**config.mk**
```make
export PLATFORM = sky130hd
export DESIGN_NAME = vec_demux2_reg
export DESIGN_NICKNAME = d
export VERILOG_FILES = /design/src/rtl/vec_pkg.sv /design/src/rtl/vec_slot.sv /design/src/rtl/vec_demux2_reg.sv
export SDC_FILE = /design/constraint.sdc
export NUM_CORES = 1
export LEC_CHECK = 0
export CAP_MARGIN = 20
export CORE_MARGIN = 2
export CORE_UTILIZATION = 40
export DETAILED_ROUTE_END_ITERATION = 12
export HOLD_SLACK_MARGIN = 0.05
export PLACE_DENSITY = 0.78
export SLEW_MARGIN = 20
export SYNTH_ARGS = -nofsm -noshare
export SYNTH_HDL_FRONTEND = slang
export SYNTH_SLANG_ARGS = --single-unit
export TNS_END_PERCENT = 1
```
**constraint.sdc**
```tcl
create_clock -name clk -period 1.6 [get_ports clk]
set_clock_uncertainty 0.1 [all_clocks]
set_input_delay 0.24 -clock clk [delete_from_list [all_inputs] [get_ports clk]]
set_output_delay 0.24 -clock clk [all_outputs]
set_load 0.03 [all_outputs]
```
**src/rtl/vec_pkg.sv**
```systemverilog
// Shared types for the vector demux: lane geometry, the vector alias and the slot state encoding.
package vec_pkg;

  localparam int VEC_WIDTH = 32;
  localparam int VEC_DEPTH = 4;

  typedef logic [VEC_WIDTH-1:0] vec_t [0:VEC_DEPTH-1];

  typedef enum logic {
    SLOT_EMPTY = 1'b0,
    SLOT_FULL  = 1'b1
  } slot_state_t;

endpackage

```
**src/rtl/vec_slot.sv**
```systemverilog
// One-entry registered valid/ready holding stage for a DEPTH-lane vector.
// A load in the same cycle as a drain replaces the contents, so the stage can pass one vector per cycle.
module vec_slot
  import vec_pkg::*;
#(
  parameter int WIDTH = VEC_WIDTH,
  parameter int DEPTH = VEC_DEPTH
) (
  input  logic             clk,
  input  logic             rst,
  input  logic             load_i,
  input  logic [WIDTH-1:0] load_data_i [0:DEPTH-1],
  input  logic             ready_i,
  output logic             valid_o,
  output logic [WIDTH-1:0] data_o [0:DEPTH-1]
);

  slot_state_t state_q, state_d;
  logic        drain;

  assign valid_o = (state_q == SLOT_FULL);
  assign drain   = valid_o & ready_i;

  always_comb begin
    state_d = state_q;
    case (state_q)
      SLOT_EMPTY: if (load_i) state_d = SLOT_FULL;
      SLOT_FULL:  if (drain && !load_i) state_d = SLOT_EMPTY;
      default:    state_d = SLOT_EMPTY;
    endcase
  end

  always_ff @(posedge clk) begin
    if (rst) state_q <= SLOT_EMPTY;
    else     state_q <= state_d;
  end

  // Lanes only change on load, which keeps data stable while the consumer stalls.
  for (genvar gi = 0; gi < DEPTH; gi++) begin : g_lane
    logic [WIDTH-1:0] lane_q;

    always_ff @(posedge clk) begin
      if (rst)         lane_q <= '0;
      else if (load_i) lane_q <= load_data_i[gi];
    end

    assign data_o[gi] = lane_q;
  end

endmodule

```
**src/rtl/vec_demux2_reg.sv**
```systemverilog
// Registered 2-way vector demultiplexer: steers each accepted vector into out0 or out1 by in_sel.
// Only steering and in_ready live here; each destination is an independent vec_slot.
module vec_demux2_reg
  import vec_pkg::*;
#(
  parameter int WIDTH = VEC_WIDTH,
  parameter int DEPTH = VEC_DEPTH
) (
  input  logic             clk,
  input  logic             rst,
  input  logic             in_valid,
  output logic             in_ready,
  input  logic             in_sel,
  input  logic [WIDTH-1:0] in_data [0:DEPTH-1],
  output logic             out0_valid,
  input  logic             out0_ready,
  output logic [WIDTH-1:0] out0_data [0:DEPTH-1],
  output logic             out1_valid,
  input  logic             out1_ready,
  output logic [WIDTH-1:0] out1_data [0:DEPTH-1]
);

  logic room0, room1;
  logic accept;

  // A slot has room when empty or being drained this cycle; only the selected slot gates in_ready.
  assign room0    = !out0_valid | out0_ready;
  assign room1    = !out1_valid | out1_ready;
  assign in_ready = !rst & (in_sel ? room1 : room0);
  assign accept   = in_valid & in_ready;

  vec_slot #(
    .WIDTH(WIDTH),
    .DEPTH(DEPTH)
  ) u_slot0 (
    .clk        (clk),
    .rst        (rst),
    .load_i     (accept & !in_sel),
    .load_data_i(in_data),
    .ready_i    (out0_ready),
    .valid_o    (out0_valid),
    .data_o     (out0_data)
  );

  vec_slot #(
    .WIDTH(WIDTH),
    .DEPTH(DEPTH)
  ) u_slot1 (
    .clk        (clk),
    .rst        (rst),
    .load_i     (accept & in_sel),
    .load_data_i(in_data),
    .ready_i    (out1_ready),
    .valid_o    (out1_valid),
    .data_o     (out1_data)
  );

endmodule

```
After elaboration in Yosys (flattened, before gate mapping)
Cells that the tools add are included.
{ "classes": {"n_mux": 7, "n_reduce_logical": 8, "bitwise": 10} }
{ "op_table": {"columns": ["op", "n"], "rows": [
  ["$and 1x1->1", 6],
  ["$logic_not 1->1", 6],
  ["$mux 1", 5],
  ["$pmux 1 s2", 2],
  ["$logic_and 1x1->1", 2],
  ["$not 1->1", 2],
  ["$or 1x1->1", 2]
]} }
{ "word_totals": {"register_bits": 258, "output_inout_bits": 259, "elab_cells": 35} }

Depth between registers and ports, before layout
Gate-level depths: netlist of the first run.
{ "logic_depth": {"ltp_word": 10, "ltp_mapped": 6} }

By module
Synthesis of the first run repeated with hierarchy kept, for this count alone.
{ "hier_totals": {"hier_cells": 841, "area_unflattened_um2": 9405.3} }
{ "modules_own_cells": {"columns": ["mod", "cells_per_inst", "seq_area_each_um2", "area_per_inst_um2", "n_inst"], "rows": [
  ["vec_slot", 417, 2582.5, 4675.7, 2],
  ["vec_demux2_reg", 7, 0.0, 53.8, 1]
]} }

Worst setup path before layout of the first run
No wires, ideal clock.
{ "synth_path": {"kind": "register to register", "start": "register u_slot1.state_q (netlist: u_slot1.valid_o)", "end": "register u_slot1.g_lane[3].lane_q[1]", "path_buffers": 2, "setup_time_ps": 72, "arrival_ps": 1347, "path_stages_with_launch": 6, "required_time_ps": 1428, "period_less_slack_ps": 1519, "setup_slack_ps": 81, "cell_sequence": "dfxtp_1 nand2b_1 nand4b_4 buf_4 buf_4 mux2i_1"} }
{ "synth_between": {"elab_chain_len": 6} }
{ "synth_rtl": {"columns": ["element", "line_no", "rtl"], "rows": [
  ["from (decl)", "vec_slot.sv:18", "slot_state_t state_q, state_d;"],
  ["from (signal assigned)", "vec_slot.sv:35", "else state_q <= state_d;"],
  ["$logic_not 1->1", "vec_demux2_reg.sv:28", "assign room1 = !out1_valid | out1_ready;"],
  ["$or 1x1->1", "vec_demux2_reg.sv:28", null],
  ["$mux 1", "vec_demux2_reg.sv:29", "assign in_ready = !rst & (in_sel ? room1 : room0);"],
  ["$and 1x1->1", "vec_demux2_reg.sv:29", null],
  ["$and 1x1->1", "vec_demux2_reg.sv:30", "assign accept = in_valid & in_ready;"],
  ["$and 1x1->1", "vec_demux2_reg.sv:51", ".load_i (accept & in_sel),"],
  ["to (signal assigned)", "vec_slot.sv:44", "else if (load_i) lane_q <= load_data_i[gi];"],
  ["to (decl)", "vec_slot.sv:40", "logic [WIDTH-1:0] lane_q;"]
]} }
Every way passes these cells.
A chain may end at the register's enable or synchronous reset.

Final worst setup path of the first run
{ "layout_path": {"start": "register u_slot1.state_q (netlist: u_slot1.valid_o)", "end": "output in_ready"} }
{ "layout_between": {"elab_chain_len": 4} }
{ "layout_rtl": {"columns": ["element", "line_no", "rtl"], "rows": [
  ["$logic_not 1->1", "vec_demux2_reg.sv:28", null],
  ["$or 1x1->1", "vec_demux2_reg.sv:28", null],
  ["$mux 1", "vec_demux2_reg.sv:29", null],
  ["$and 1x1->1", "vec_demux2_reg.sv:29", null],
  ["to (decl)", "vec_demux2_reg.sv:12", "output logic in_ready,"]
]} }
Every way passes these cells.

==> impl.org, run 1 <==
** Detailed routing
- Across all layers, the routed design uses between 7,000 and 8,000 vias.
- In this run the remaining antenna-violating nets after routing total 0.
- The routed design has approximately 28,000 um of wire.
- Dividing the detail-routed via count by the number of cells gives roughly 4.6.
- Remaining routing DRC violations :: 0
- Before antenna repair, the detailed router went through 4 iterations.
- Routed length per placed instance :: about 16 um
- Iter 0 DRT Violations :: approximately 370

** Setup path
- The setup path with the least slack is of type register to primary output.
- For the worst setup path, the data required time is around 1300 ps.
- The worst register-to-register path has a depth of 4.
- The startpoint identified for the worst register-to-register timing path is u_slot0.valid_o.
- Nature of the critical path startpoint :: register
- The endpoint identified for the worst register-to-register timing path is u_slot0.g_lane[2].lane_q[10].
- STA classifies the critical path endpoint as a primary output.
- Worst Path Arrival :: 1410 ps
- Along the worst path, the maximum fanout reaches 2.
- Setup slack on the worst reg-to-reg path comes out at around 120 ps.

** Clock network
- CTS tree :: done
- Clock Pin Slew Worst Setup and Hold Paths :: around 60 ps
- Inserted Clock Buffers :: 28
- The root buffer cell chosen for the clock tree is clkbuf_16.
- For this design, the sink count on the clock tree is around 260.
- Clk buf depth :: 3
- H-tree depth :: 1
- Insertion delay to the later sink of the worst-skew pair :: approximately 530 ps

** Die
- The total area inside the core boundary comes to 25,180 um^2.
- For this design the top-level I/O count stands at slightly below 400.
- The die covers between 20,000 and 30,000 um^2.
- Effective utilization at floorplan :: 0.4070
- The initialized floorplan defines 58 standard-cell rows.
- From bottom edge to top edge, the die measures approximately 160 um.
- The die is around 160 um wide.

** Power
- Internal power contribution :: between 10 and 15 mW
- PD cells :: 1047 nW/um^2
- In this run the power spent charging and discharging nets is between 4 and 5 mW.
- Clk pwr share :: 0.412
- Worst voltage drop across the vdd grid :: 0.0007279 V
- Leak :: a little under 8 nW
- Of the total power, the share spent switching nets is 0.2614.
- Combinational power share :: 0.159
- Of the total power, registers draw 0.429.

** STA
- Shortest period the worst path allows :: 1749 ps
- Max-slew violations :: 0
- Based on the critical path, the design can be clocked at up to approximately 570 MHz.
- Final Worst Setup Slack :: -148.5 ps
- Final Hold Viols :: 0
- Final clock period utilization by the worst path :: 1.093
- RSZ-0062 raised after global routing :: yes
- Setup TNS :: -159.3 ps
- In this run the tightest slew margin relative to its limit is 0.6834.
- The tightest hold path in the finished design has a slack of 170.7 ps.
- Setup violations remaining at the end of the flow were counted as 2.
- At the pin with the least slew margin, the transition time is between 400 and 500 ps.

** Outcome
- The flow ran to the end, but the final reports show violations.
- The final reports fail on setup timing.

** Global routing
- Entering global routing, the biggest net connects 130 pins.
- Remaining global-route overflow :: 0
- Initial antenna violation count :: 0
- Wire length of the first global-routing pass :: around 43,000 um
- Number of global-route vias before repair :: 8,240
- Overall fraction of global-route tracks in use :: 0.2001

** Layout
- For this run, the post-layout net count is ~1,500.
- The number of antenna diodes in the final layout is 0.
- In the final layout, the share of cells above drive strength 1 is 0.2438.
- The area growth from synthesis to layout is 51.99%.
- After filler insertion, the fill cell instance count of the layout stands at just over 2,000.
- The finished cells cover 15,580 um^2.
- Utilization after layout :: 0.6187

** Hold path
- Start point of the worst min-delay path :: in_data[118]
- Hold-critical path endpoint :: u_slot0.g_lane[0].lane_q[22]
- The worst hold path was traced through 3 stages.
- The min-delay analysis places its worst path in the category primary input to register.

** Yosys
- Mapped Avg Cell Area :: about 11 um^2
- Number of distinct library cells after synthesis :: 12
- The share of the Yosys chip area taken by registers is 0.5039.
- Cell area after synthesis :: approximately 10,000 um^2
- After technology mapping, the gate count stands at around 970.
- Top cells by area in the synthesized netlist :: dfxtp_1, mux2i_1, nand2b_1
- The largest total area in the synthesized netlist belongs to dfxtp_1.
- Proportion of netlist area held by the largest area contributor :: 0.5039
- Count of warnings emitted by yosys :: 0
- Register bit count reported by yosys :: 258
- The number of nets handed over by synthesis was about 1,100.

** Job
- Reported max-cap violation count :: 0

** Placement
- The congestion estimate from routability-driven global placement came to 0.7838.
- The wire-length estimate of the detail-placed layout is between 15,000 and 20,000 um.
- Port bufs :: 392
- Placed inst area :: around 15,000 um^2
## per-stage QoR
step | total power, mW | std cells | worst slack [ps]
6_report | 16.32 | 1708 | -148.5
5_1_grt | 16.97 | 1708 | -220.4
4_1_cts | 16.56 | 1708 | -177.7
3_5_place_dp | 9.882 | 1654 | -343.8
3_3_place_gp | 9.848 | 1654 | -273.5
2_1_floorplan | 8.576 | 965 | 81.45
## power groups by stage
| stage | logic (mW) | clock network [mW] | registers, mW |
|---|---|---|---|
| final | 2.60 | 6.72 | 7.00 |
| after global routing | 2.75 | 7.18 | 7.04 |
| after CTS | 2.65 | 6.91 | 7.00 |
| after detailed placement | 2.75 | 0 | 7.13 |
| after global placement | 2.73 | 0 | 7.12 |
| after floorplan | 0.744 | 0 | 7.83 |
## cells in the mapped netlist
library cell,count
nand4b_4,1
mux2i_1,256
buf_4,12
nand2_1,2
nor3b_2,1
a21oi_1,3
dfxtp_1,258
clkbuf_1,27
inv_1,128
buf_2,5
buf_6,13
nand2b_1,259
## sequential cells by signal (all words and copies together), names as in the netlist
name                   cells
u_slot1.valid_o            1
u_slot0.g_lane.lane_q    128
u_slot1.g_lane.lane_q    128
u_slot0.valid_o            1
## logic make-up after synthesis
kind of cell / after synthesis / synth area share
simple gates: 263 / 0.1624
mux: 256 / 0.2500
flops: 258 / 0.5039
compound gates: 3 / 0.001464
buf+inv: 185 / 0.08228
## worst max-delay path by stage
stage	start	slack, ps	cells after the start	to
floorplan	u_slot1.valid_o	80	5	u_slot1.g_lane[3].lane_q[1]
global placement	out0_ready	-270	5	u_slot0.g_lane[2].lane_q[14]
detailed placement	out0_ready	-340	5	u_slot0.g_lane[1].lane_q[16]
CTS	u_slot1.valid_o	-180	5	in_ready
global route	u_slot1.valid_o	-220	5	in_ready
finish	u_slot1.valid_o	-150	5	in_ready
## worst max-delay path, cell delays in order, from the launching register on
cell      delay (ps)
dfxtp_2          320
nand2b_1          90
buf_4            120
nand2_2           50
a21oi_2          150
buf_6            150
## final cells by class
cell class                 count  area [um^2]  area share
inverter                     128        480.5     0.03084
multi-input combinational    522         4263      0.2736
tap                          330        412.9     0.02650
clock inverter                16        186.4     0.01197
sequential                   258         5166      0.3316
clock buffer                  36        782.0     0.05020
timing repair buffer         418         4288      0.2752
## routing by layer
metal  vias up  part of all wire  track usage
li1       3831                 -            -
met1      3644              0.39       0.2226
met2       302              0.49       0.3570
met3        40              0.10      0.07348
met4         0             0.022      0.05622
met5         -                 0            0
## what timing repair did
item / in CTS / in global routing
cloned: 0 / 0
setup endpoints to repair: 258 / 45
buffers inserted: 1 / 0
hold endpoints to repair: 4 / 0
pin swaps: 0 / 0
hold buffers: 1 / 0
gates resized for setup: 745 / 45
## cell usage in the layout, fill, tap and decap left out, drive strengths merged
cell           instances
clkbuf                76
clkinv                11
nor3b                  1
dlygate4sd2            1
nand2                  2
clkdlybuf4s18          1
clkinvlp               1
dfxtp                258
inv                  128
clkdlybuf4s50        132
dlygate4sd3            1
nand2b               259
nand4b                 1
clkdlybuf4s15        206
a21oi                  3
mux2i                256
buf                   37
bufinv                 4
(Power assumes the default switching activity.)
==> run 2, diff against run 1 <==
Clock period 1.6 ns to 2.1 ns, I/O delays scaled along.
==> impl.org, run 2 (same netlist as run 1, synthesis figures left out) <==
** Layout
- FF/Latch Area :: 5165 um^2 (about the same)
- Largest registers :: u_slot0.g_lane.lane_q (128), u_slot1.g_lane.lane_q (128)
- The share of cells above drive strength 1 was 0.05044 (-0.1934).
- Filler Cells Inserted :: 2,038 (+0.098%)
- The library cell used most frequently in the layout, excluding fill and tap cells, is clkdlybuf4s50_1.
- Antenna diode count :: 0 (unchanged)
- In the layout the commonest cells are clkdlybuf4s50_1, nand2b_1, dfxtp_1, mux2i_1, inv_1.
- Final Net Count :: 1,480 (-0.67%)
- Total area of multi-input combinational cells :: 4249 um^2 (-0.32%)
- Synthesis-to-finish area growth :: 51.17%
- The number of non-filler instances in the completed layout was 1,698 (-0.59%).

** STA
- Final Hold Viols :: 0 (unchanged)
- Final-report setup violation count :: 0 (-2)
- Least-Margin Pin Slew :: 514.9 ps (+40.04 ps)
- The worst hold slack after final layout came to 89.95 ps (-80.76 ps).
- The post-route worst setup slack was 59.52 ps (+208.1 ps).
- Final clock period utilization by the worst path :: 0.9717
- Derived from the worst setup path, the maximum achievable clock frequency is 490.1 MHz.
- The routed design could run at a clock period as short as just over 2000 ps.
- The max-slew headroom at the worst pin was 0.6567 (-0.02670).
- Max-slew violations :: 0 (unchanged)
- RSZ-0062 raised after global routing :: no
- Setup TNS :: 0 ps (+159.3 ps)

** Setup path
- Critical Setup Path Class :: register to primary output
- Highest net fanout along the worst path :: 2 (unchanged)
- Crit-path max cell delay :: 720 ps (+400 ps)
- Nature of the critical path startpoint :: register
- Dominant delay contributor by cell family on the critical path :: buffers and inverters
- The arrival time at the worst endpoint came to 1630 ps (+220 ps).
- The signal on the critical path passes through clkdlybuf4s50_1.
- Endpoint required time on the critical path :: 1680 ps (+420 ps)
- Category of the worst setup path capture point :: primary output
- R2R setup slack :: 490 ps (+370 ps)
- On the critical path, the stage with the largest delay is an instance of clkdlybuf4s50_1.
- Buffers plus inverters on the worst setup path :: 1 (-1)

** Placement
- The weighted congestion at the end of routability-driven global placement came to 0.7778 (-0.77%).
- The half-perimeter wire length of the detailed placement result is 19,620 um (-1.3%).
- Total instance count after detailed placement :: 1,646 (-0.48%)
- Port bufs :: 392 (unchanged)
- Worst slack after detailed placement :: 103.7 ps (+447.5 ps)

** Global routing
- The pin count of the biggest net entering global routing came to 140 (+7.7%).
- The number of global-route vias before repair was 8,035 (-2.5%).
- The first-pass GRT wire length was 42,140 um (-2.5%).
- The number of antenna violations at the first check in global routing came to 0 (unchanged).
- The global-route congestion overflow total was 0 (unchanged).
- Overall fraction of global-route tracks in use :: 0.1960 (-0.004132)

** Die
- Effective utilization at floorplan :: 0.4070 (unchanged)
- Total I/O pin count :: 393 (unchanged)
- Full die area :: 26,920 um^2 (unchanged)
- The floorplan die height was 164.1 um (unchanged).
- Placeable core area :: 25,180 um^2 (unchanged)
- DIE WIDTH :: 164.1 um (unchanged)
- Number of placement rows :: 58 (unchanged)

** Clock network
- Number of cells upsized or downsized after cts :: 0 (-100%)
- The H-tree depth is 1 (unchanged).
- CTS placed an instance of clkbuf_16 at the clock tree root.
- Clock Pin Slew Worst Setup and Hold Paths :: 60 ps (about the same)
- The total CTS buffers was 28 (unchanged).
- The number of buffers inserted by hold repair at cts was 0 (-1).
- Setup Fix Bufs, Post-CTS :: 0 (-1)
- TritonCTS built the clock tree.
- The number of sinks handled by clock tree synthesis was 258 (unchanged).
- The later-pin clock latency in the skew report came to 530 ps (about the same).
- The number of buffers between clock root and the deepest sink was 3 (unchanged).

** Detailed routing
- The count of nets left with antenna violations after detail routing is 0 (unchanged).
- Total number of vias :: 7,684 (-1.7%)
- Remaining routing DRC violations :: 0 (unchanged)
- The mean number of vias per cell was 4.525 (-1.1%).
- First-pass DRT Iterations :: 4 (unchanged)
- The DRC violation total after the first TritonRoute iteration was 348 (-7.0%).
- Routed wire length :: 27,310 um (-1.8%)
- Routed length per placed instance :: 16.08 um (-1.2%)

** Power
- The largest vdd supply drop is 0.0005560 V (-24%).
- The total power divided by cell area was 817.3 nW/um^2 (-22%).
- The cell leakage power is 7.663 nW (-2.2%).

** Job
- Reported max-cap violation count :: 0 (unchanged)

** Hold path
- Class of the worst hold path :: primary input to register

** Outcome
- The flow ran to the end, and the final reports show no timing, DRC or antenna violations.
[run 2: changes by cell type in the layout (fill, tap and decap cells not counted), sizes merged]
cell	delta
clkinvlp	+1
clkdlybuf4s50	+256
clkdlybuf4s15	-206
dlygate4sd2	-1
buf	-19
clkbuf	-36
clkinv	-6
dlymetal6s2s	+2
inv	+1
dlygate4sd3	-1
clkdlybuf4s18	-1
[run 2: final timing paths]
path                                from                            to  cells after the start
max          u_slot0.g_lane[0].lane_q[0]                 out0_data[96]                      1
max reg2reg              u_slot0.valid_o  u_slot0.g_lane[2].lane_q[12]                      4
min reg2reg  u_slot0.g_lane[0].lane_q[2]   u_slot0.g_lane[0].lane_q[2]                      2
min                                  rst  u_slot0.g_lane[0].lane_q[22]                      3
[run 2: metal layers]
layer  wire, um  up-vias  track usage
met3       2819       51      0.07626
li1           -     3784            -
met5          0        -            0
met4        755        0      0.06021
met2      12950      302       0.3454
met1      10790     3547       0.2169
[run 2: report_power, final]
group / total, mW / internal (mW) / switching [mW]
clock: 5.26 / 3.26 / 2.00
sequential: 5.33 / 5.18 / 0.156
combinational: 2.07 / 0.989 / 1.08
total: 12.7 / 9.43 / 3.24
[run 2: area by class of cell]
class	count	share of cell area
multi-input combinational	522	0.2742
clock buffer	40	0.05402
sequential	258	0.3333
clock inverter	12	0.01090
inverter	128	0.03101
timing repair buffer	408	0.2699
tap	330	0.02665
[run 2: per-stage QoR]
stage | power [mW] | instance area (um^2) | utilization
2_1_floorplan | 6.534 | 10250 | -
3_3_place_gp | 7.487 | 14480 | 0.5752
3_5_place_dp | 7.512 | 14480 | 0.5752
4_1_cts | 12.81 | 15490 | 0.6151
5_1_grt | 13.15 | 15490 | 0.6153
6_report | 12.66 | 15490 | 0.6153
==> run 3, diff against run 2 <==
Settings changed: CORE_MARGIN 2 to default.
==> impl.org, run 3 (same netlist as run 1, synthesis figures left out) <==
** Die
- The number of placement rows is 58 (unchanged).
- Placeable core area :: 25,180 um^2 (unchanged)
- Full die area :: 26,270 um^2 (-2.4%)
- Total I/O pin count :: 393 (unchanged)
- The starting density of the core came to 0.4070 (unchanged).
- Vertical extent of the die :: 162.1 um (-1.2%)
- DIE WIDTH :: 162.1 um (-1.2%)

** Hold path
- In this run the most critical hold path is launched from in_data[23].
- Class of the worst hold path :: primary input to register

** Clock network
- Setup Fix Bufs, Post-CTS :: 0 (unchanged)
- The number of sinks handled by clock tree synthesis was 258 (unchanged).
- TritonCTS built the clock tree.
- The number of buffers between clock root and the deepest sink is 3 (unchanged).
- The later-pin clock latency in the skew report came to 520 ps (about the same).
- The cell sitting at the root of the clock tree is a clkbuf_16.
- H-tree depth :: 1 (unchanged)
- The total CTS buffers was 27 (-3.6%).
- The register clock-pin slew on the reported worst setup and hold paths was 60 ps (about the same).

** Setup path
- R2R setup slack :: 610 ps (+120 ps)
- Dominant delay contributor by cell family on the critical path :: buffers and inverters
- The critical path in this run is classified as register to primary output.
- Worst r2r src :: u_slot0.valid_o
- The worst setup path is captured at a primary output.
- Highest net fanout along the worst path :: 2 (unchanged)
- The arrival time at the worst endpoint came to 1610 ps (-20 ps).
- Cell-by-cell listing of the critical path :: clkdlybuf4s50_1
- The critical path starts at u_slot1.g_lane[0].lane_q[3].
- Among all stages on the critical path, the largest delay is contributed by clkdlybuf4s50_1.
- Nature of the critical path startpoint :: register
- Crit-path max cell delay :: 710 ps (about the same)
- The critical path buffer and inverter count came to 1 (unchanged).
- The data required time at the worst endpoint is 1680 ps (about the same).

** Placement
- Global placement routability congestion :: 0.8143 (+4.7%)
- Port bufs :: 392 (unchanged)
- The half-perimeter wire length of the detailed placement result was 18,750 um (-4.5%).
- Placed inst area :: 14,450 um^2 (-0.24%)

** STA
- Final clock period utilization by the worst path :: 0.9656 (-0.006035)
- The number of hold violations in the final report is 0 (unchanged).
- Final-report setup violation count :: 0 (unchanged)
- Maximum clock frequency :: 493.1 MHz (+0.63%)
- The max-slew headroom at the worst pin is 0.5096 (-0.1471).
- Shortest period the worst path allows :: 2028 ps (-12.67 ps)
- Setup TNS :: 0 ps (unchanged)
- RSZ-0062 raised after global routing :: no
- The worst-margin pin slew is 735.7 ps (+220.7 ps).
- Max-slew violations :: 0 (unchanged)

** Global routing
- Number of global-route vias before repair :: 7,789 (-3.1%)
- The global routing usage summed across all routing layers was 0.1976 (+0.001631).
- Largest net degree at the start of global routing :: 221 (+58%)
- The first-pass GRT wire length came to 41,740 um (-0.95%).
- Remaining global-route overflow :: 0 (unchanged)
- Initial antenna violation count :: 0 (unchanged)

** Power
- The proportion of power drawn by combinational gates came to 0.170 (+0.007).
- The largest vdd supply drop came to 0.0007266 V (+31%).
- The power share of the sequential group came to 0.439 (+0.018).
- The switching power as a share of total power is 0.2569 (+0.001247).
- Clk pwr share :: 0.392 (-0.023)
- Leak :: 7.572 nW (-1.2%)
- The reported net switching power is 3.122 mW (-3.6%).
- The internal power is 9.030 mW (-4.2%).
- The total power divided by cell area came to 792.5 nW/um^2 (-3.0%).

** Detailed routing
- The routed length on met1 is 10,720 um (-0.60%).
- Met3 routed wirelength :: 2596 um (-7.9%)
- The final wirelength is 26,960 um (-1.3%).
- Iter 0 DRT Violations :: 415 (+19%)
- The number of search-and-repair iterations in the first detailed-routing pass is 6 (+2).
- Remaining routing DRC violations :: 0 (unchanged)
- The mean number of vias per cell came to 4.544 (+0.42%).
- The highest layer touched by signal routing is met4.
- The detailed-route wire length per cell was 15.97 um (-0.72%).
- The count of nets left with antenna violations after detail routing was 0 (unchanged).
- The sum of met2 wire segment lengths after detailed routing came to 13,020 um (+0.54%).
- The number of vias after detailed routing came to 7,671 (-0.17%).

** Outcome
- Run status :: finished clean

** Layout
- Final Net Count :: 1,476 (-0.27%)
- The multi-input combinational cell area is 4249 um^2 (unchanged).
- The area taken by flip-flops and latches was 5165 um^2 (unchanged).
- Leaving out fill and tap cells, the most frequent cells in the layout are clkdlybuf4s50_1, nand2b_1, dfxtp_1, mux2i_1, inv_1.
- Most common cell after layout, fill and taps aside :: clkdlybuf4s50_1
- The number of fill cells came to 2,040 (+0.098%).
- The area of all placed cells without fillers was 15,330 um^2 (-1.0%).
- Compared with the post-synthesis result, the final layout area differs by 49.61%.
- The antenna diode count was 0 (unchanged).
- The utilization of the core after routing was 0.6090 (-0.006359).
- Largest registers :: u_slot0.g_lane.lane_q (128), u_slot1.g_lane.lane_q (128)
- Share of cells above drive strength 1 :: 0.04271 (-0.007729)

** Job
- Reported max-cap violation count :: 0 (unchanged)
-- run 3: cell types whose count changed in the layout (fill, tap and decap cells not counted) --
| cell | before | now |
|---|---|---|
| clkinv_2 | 5 | 2 |
| buf_4 | 7 | 5 |
| bufinv_16 | 4 | 2 |
| clkbuf_16 | 29 | 27 |
| clkinvlp_4 | 2 | 0 |
| buf_12 | 11 | 10 |
| clkbuf_1 | 4 | 5 |
| clkbuf_8 | 7 | 8 |
| clkdlybuf4s50_1 | 388 | 389 |
| dlymetal6s2s_1 | 2 | 1 |
-- run 3: what timing repair did --
action                                  4_1_cts  5_1_grt
resized for setup                             0        1
endpoints found under the setup margin        0        1
hold buffers                                  0        0
-- run 3: layout make-up --
cell class                      instances  share of cell area
Multi-Input combinational cell        522              0.2771
Timing Repair Buffer                  405              0.2702
Clock inverter                          5            0.005140
Clock buffer                           40             0.05246
Inverter                              128             0.03133
Sequential cell                       258              0.3368
Tap cell                              330             0.02693
-- run 3: path summary, 6_finish.rpt --
path,endpoint,cells past startpoint
worst min-delay path,u_slot1.g_lane[3].lane_q[23],3
worst max-delay path,out1_data[99],1
worst min register to register,u_slot0.g_lane[1].lane_q[23],2
worst max register to register,u_slot0.g_lane[1].lane_q[1],4
-- run 3: power groups by stage --
| stage | clock, mW | combinational [mW] | sequential [mW] |
|---|---|---|---|
| CTS | 4.89 | 2.08 | 5.33 |
| floorplan | 0 | 0.567 | 5.97 |
| detailed placement | 0 | 2.07 | 5.43 |
| global placement | 0 | 2.05 | 5.42 |
| global route | 5.10 | 2.17 | 5.36 |
| finish | 4.76 | 2.06 | 5.33 |
-- run 3: per-stage QoR --
step | hold slack [ps] | total power [mW] | setup slack [ps] | std cells
floorplan | 367.5 | 6.534 | 555.2 | 965
global placement | 359.0 | 7.474 | 158.5 | 1643
detailed placement | 364.8 | 7.498 | 101.3 | 1643
CTS | 233.2 | 12.30 | 4.450 | 1688
global route | 254.1 | 12.63 | 10.36 | 1688
finish | 253.9 | 12.15 | 72.19 | 1688
-- run 3: per-layer routing --
metal / GRT usage / vias to the layer above
met5: 0 / -
met4: 0.05875 / 0
met3: 0.06946 / 39
met2: 0.3486 / 288
met1: 0.2226 / 3563
li1: - / 3781
